--- src/rtl/irrigation_tick_gen.sv ---
// irrigation_tick_gen
// Timebase and valve duty controller for the irrigation controller.
// A single free-running prescaler produces single-cycle clock enables for
// the matrix scan, display refresh and slow valve timing, plus a 50% square
// wave for the display. A three-state FSM (IDLE / ON / OFF) switches the
// valve according to the selected watering mode. Each mode has its own
// ON/OFF lengths, counted in tick_slow events.
//
// Ports
//   clk           system clock; all state is on its rising edge
//   reset         asynchronous, active-high reset
//   en            1 = prescaler counts; 0 = prescaler holds and all tick_* are 0
//   gotejamento   drip mode request (asynchronous switch)
//   aspersao      sprinkler mode request (asynchronous switch, wins over drip)
//   tick_matrix   1-cycle enable, period 2^(MATRIX_BIT+1)
//   tick_display  1-cycle enable, period 2^(DISPLAY_BIT+1)
//   tick_slow     1-cycle enable, period 2^(SLOW_BIT+1), valve time unit
//   sq_display    square wave, cnt[DISPLAY_BIT]
//   valve_en      1 while the FSM is in ON
//   mode_out      active mode: 00 none, 01 drip, 10 sprinkler
module irrigation_tick_gen #(
  parameter int CNT_W       = 24,
  parameter int MATRIX_BIT  = 14,
  parameter int DISPLAY_BIT = 16,
  parameter int SLOW_BIT    = 23,
  parameter int PH_W        = 8,
  parameter int ON_DRIP     = 1,
  parameter int OFF_DRIP    = 2,
  parameter int ON_ASP      = 2,
  parameter int OFF_ASP     = 1
) (
  input  logic       clk,
  input  logic       reset,
  input  logic       en,
  input  logic       gotejamento,
  input  logic       aspersao,
  output logic       tick_matrix,
  output logic       tick_display,
  output logic       tick_slow,
  output logic       sq_display,
  output logic       valve_en,
  output logic [1:0] mode_out
);

  localparam logic [1:0] MODE_NONE = 2'b00;
  localparam logic [1:0] MODE_DRIP = 2'b01;
  localparam logic [1:0] MODE_ASP  = 2'b10;

  // Phase counters load "length - 1" so that a phase spans exactly
  // "length" tick_slow events.
  localparam logic [PH_W-1:0] ON_DRIP_M1  = PH_W'(ON_DRIP - 1);
  localparam logic [PH_W-1:0] OFF_DRIP_M1 = PH_W'(OFF_DRIP - 1);
  localparam logic [PH_W-1:0] ON_ASP_M1   = PH_W'(ON_ASP - 1);
  localparam logic [PH_W-1:0] OFF_ASP_M1  = PH_W'(OFF_ASP - 1);
  localparam logic            OFF_DRIP_Z  = (OFF_DRIP == 0);
  localparam logic            OFF_ASP_Z   = (OFF_ASP == 0);

  typedef enum logic [1:0] {
    S_IDLE = 2'b00,
    S_ON   = 2'b01,
    S_OFF  = 2'b10
  } state_t;

  logic [CNT_W-1:0] cnt;
  logic             gote_meta, gote_sync;
  logic             asp_meta, asp_sync;
  logic [1:0]       mode_req;
  logic [PH_W-1:0]  on_m1, off_m1;
  logic             off_zero;

  state_t           state, state_n;
  logic [PH_W-1:0]  phase, phase_n;
  logic [1:0]       mode_q, mode_n;

  always_ff @(posedge clk or posedge reset) begin
    if (reset) begin
      cnt <= '0;
    end else if (en) begin
      cnt <= cnt + 1'b1;
    end
  end

  // A tick fires when the low bits of the prescaler are all ones.
  // This gives exactly one pulse per 2^(BIT+1) cycles.
  assign tick_matrix  = en & (&cnt[MATRIX_BIT:0]);
  assign tick_display = en & (&cnt[DISPLAY_BIT:0]);
  assign tick_slow    = en & (&cnt[SLOW_BIT:0]);
  assign sq_display   = cnt[DISPLAY_BIT];

  // The mode switches are asynchronous. Each one passes through two flops
  // before the FSM sees it.
  always_ff @(posedge clk or posedge reset) begin
    if (reset) begin
      gote_meta <= 1'b0;
      gote_sync <= 1'b0;
      asp_meta  <= 1'b0;
      asp_sync  <= 1'b0;
    end else begin
      gote_meta <= gotejamento;
      gote_sync <= gote_meta;
      asp_meta  <= aspersao;
      asp_sync  <= asp_meta;
    end
  end

  // The requested mode and its phase lengths. Sprinkler has priority.
  always_comb begin
    mode_req = MODE_NONE;
    on_m1    = ON_DRIP_M1;
    off_m1   = OFF_DRIP_M1;
    off_zero = OFF_DRIP_Z;
    if (asp_sync) begin
      mode_req = MODE_ASP;
      on_m1    = ON_ASP_M1;
      off_m1   = OFF_ASP_M1;
      off_zero = OFF_ASP_Z;
    end else if (gote_sync) begin
      mode_req = MODE_DRIP;
    end
  end

  always_ff @(posedge clk or posedge reset) begin
    if (reset) begin
      state  <= S_IDLE;
      phase  <= '0;
      mode_q <= MODE_NONE;
    end else begin
      state  <= state_n;
      phase  <= phase_n;
      mode_q <= mode_n;
    end
  end

  // Removing or changing the mode takes priority over a tick_slow on the
  // same cycle. A zero OFF length keeps the valve ON by reloading the ON
  // phase instead of entering OFF.
  always_comb begin
    state_n = state;
    phase_n = phase;
    mode_n  = mode_q;
    case (state)
      S_IDLE: begin
        if (mode_req != MODE_NONE) begin
          state_n = S_ON;
          phase_n = on_m1;
          mode_n  = mode_req;
        end
      end
      S_ON, S_OFF: begin
        if (mode_req == MODE_NONE) begin
          state_n = S_IDLE;
          phase_n = '0;
          mode_n  = MODE_NONE;
        end else if (mode_req != mode_q) begin
          state_n = S_ON;
          phase_n = on_m1;
          mode_n  = mode_req;
        end else if (tick_slow) begin
          if (phase != '0) begin
            phase_n = phase - 1'b1;
          end else if ((state == S_OFF) || off_zero) begin
            state_n = S_ON;
            phase_n = on_m1;
          end else begin
            state_n = S_OFF;
            phase_n = off_m1;
          end
        end
      end
      default: begin
        state_n = S_IDLE;
        phase_n = '0;
        mode_n  = MODE_NONE;
      end
    endcase
  end

  assign valve_en = (state == S_ON);
  assign mode_out = mode_q;

endmodule
--- config.mk ---
export PLATFORM = sky130hd
export DESIGN_NAME = irrigation_tick_gen
export DESIGN_NICKNAME = d
export VERILOG_FILES = /design/src/rtl/irrigation_tick_gen.sv
export SDC_FILE = /design/constraint.sdc
export NUM_CORES = 1
export LEC_CHECK = 0
export CORE_AREA = 4 4 91 93
export CTS_CLUSTER_DIAMETER = 100
export DETAILED_ROUTE_END_ITERATION = 8
export DIE_AREA = 0 0 95 97
export GPL_ROUTABILITY_DRIVEN = 0
export PLACE_DENSITY = 0.5
export SLEW_MARGIN = 10
export SYNTH_ARGS = -nofsm -noshare
export SYNTH_HDL_FRONTEND = slang
export SYNTH_SLANG_ARGS = --single-unit
--- constraint.sdc ---
create_clock -name clk -period 2.7 [get_ports clk]
set_input_delay 0.54 -clock clk [delete_from_list [all_inputs] [get_ports clk]]
set_output_delay 0.54 -clock clk [all_outputs]
set_load 0.01 [all_outputs]
==> impl_metrics.ini <==
[sta]
relSlewSlack_pct = 47.9
setup_violations = 0
finalClockSkew_ns = 0.00937
setup_ws_ns = 0.109
whs_ns = 0.356
hold_viol_final = 0
fmax_mhz = 386
period_needed_ns = 2.59
tns_ns = 0
fin_crit_sh_pct = 96.0
worst_slew_pin_slew_ns = 0.778
slew_violations = 0

[yosys]
synth_warnings = 0
ys_types = 52
synth-async-reset-ratio_pct = 100
syn_area_per_cell_um2 = 10.8
syn-instance-count = 202
syn_area_um2 = 2180
synth_flop_cell = dfrtp_1
ys_seq_elements = 40
yosysSeqAreaShare_pct = 46.0
syn_nets = 215
synth-edff-count = 0

[die]
die_area_um2 = 9220
rows = 32
ios = 12
start_util_pct = 28.9
fp.dieW_um = 95
core_area_um2 = 7530
die_h_um = 97

[clocking]
htree_num_levels = 2
clkTransAtPathRegs_ns = 0.08
cts_num_sinks = 40
clk_latency_ns = 0.30
cts_root_buf = clkbuf_8
cts_tree = yes
cts_max_path_buffers = 2
cts_buffers = 5

[setup_path]
start_kind = primary input
cp_common_cell = clkdlybuf4s50_1
slowest_stage = clkdlybuf4s50_1
endpoint_kind = output port
critPathKind = in -> out
critPathMaxStageDelay_ns = 0.53
arrival_ns = 2.05
crit_chain = clkdlybuf4s50_1 > nand2_2 > nor2_1 > and3_2 > clkdlybuf4s50_1
crit_fanout = 3
required_ns = 2.16

[power]
power_density_nw_per_um2 = 871
vdd_drop_max_mv = 0.367
p_leak_nw = 1.22

[finish]
seqCellArea_um2 = 1010
fillCellCount = 804
final_cell_mix = 36 x dfrtp_1, 14 x nand2_1, 14 x nor2_1
multiInputGateArea_um2 = 1160
final_common_cell = dfrtp_1
nets = 241
diodes = 0
drive_gt1_share_pct = 20.5
fin_cells = 331
synthToLayoutAreaGrowth_pct = 21.1

[grt]
grt_max_degree = 41
grt_pass1_wl_mm = 7.26
grt_pass1_vias = 1584
antenna_found_initial = 0
grt_overflow = 0
grt_use_total_pct = 9.82

[run]
cap_violations = 0

[drt]
viasPerCell = 4.71
met2_length_mm = 1.93
dr.first_iter.drc_count = 31
route.detailed.drc = 0
wire_per_inst_um = 12.9
drt-met1-wl_mm = 2.16
dr_wl_met3_um = 134
highest_layer = met4
dr_total_vias = 1558
drtAntennaViolNets = 0
wl_mm = 4.26
first_pass_iters = 4

[placed_design]
io_buffers = 11
placedCellCount = 319
hpwl_mm = 3.01
dp_slack_ns = 0.0626

[min_path]
hp-class = reg -> reg

[outcome]
status = finished, final reports clean
## final cells by class
cell class / count / share of cell area [%]
multi-input combinational: 149 / 44.1
tap: 102 / 4.84
inverter: 10 / 1.42
sequential: 40 / 38.2
clock inverter: 2 / 1.33
clock buffer: 6 / 2.75
timing repair buffer: 22 / 7.40
## sequential cells by signal, summed over array words and instances, names as in the netlist
signal,cells
mode_out,2
state,2
asp_meta,1
gote_sync,1
cnt,24
asp_sync,1
gote_meta,1
phase,8
## worst max-delay path, delay by kind of cell
kind                   cells  cell delay [ns]
AND/OR/NAND/NOR            3             0.48
buffers and inverters      2             1.03
## where the power goes
| part | switching [mW] | leakage, nW | internal [mW] |
|---|---|---|---|
| Sequential | 0.165 | 0.524 | 0.728 |
| Clock | 0.216 | 0.0552 | 0.275 |
| Combinational | 0.447 | 0.644 | 0.466 |
## synthesized netlist by cell type, types with 4 or more instances
cell type	instances	area, um2
dfrtp_1	40	1000
nor2_1	14	52.6
xnor2_1	13	114
mux2_2	4	45.0
inv_1	10	37.5
xor2_1	10	87.6
nand4_1	6	37.5
nand2_1	15	56.3
a21oi_1	6	30.0
nand3_1	9	45.0
ha_1	8	100
and3_1	4	25.0
a31oi_1	4	25.0
## path summary, 6_finish.rpt
path	from	to	slack [ns]	depth (start not counted)
setup reg to reg	phase[3]	state[0]	0.48	5
setup / recovery	en	tick_slow	0.11	5
max in group asynchronous	reset	cnt[2]	1.63	3
hold reg to reg	gote_meta	gote_sync	0.36	0
min in group asynchronous	reset	state[0]	0.68	3
hold / removal	gote_meta	gote_sync	0.36	0
## stage by stage
stage / power [mW] / utilization, % / area [um2]
after CTS: 2.27 / 33.9 / 2550
after global routing: 2.49 / 35.0 / 2640
after floorplan: 1.53 / - / 2180
after global placement: 1.75 / 32.5 / 2440
after detailed placement: 1.76 / 32.5 / 2440
final: 2.30 / 35.0 / 2640
## cell families (layout without fill, tap and decap cells)
kind of cell / after synthesis / after routing / share of synthesized area, %
fa+ha+maj: 8 / 8 / 4.60
buf+inv: 13 / 40 / 2.82
compound gates: 27 / 27 / 8.74
xor+xnor: 23 / 23 / 9.25
flops: 40 / 40 / 46.0
mux: 4 / 4 / 2.07
simple gates: 87 / 87 / 26.6
## layer usage
layer  up-vias  track usage (%)
met2        15             15.0
met3         5             3.03
met4         0             2.66
li1        781                -
met5         -                0
met1       757             13.3
## repair_timing
action	4_1_cts	5_1_grt
setup buffers	0	4
resized for setup	1	11
hold buffers	0	0
pin swaps	0	4
endpoints found under the setup margin	1	3
Power figures use the tool's default switching activity.
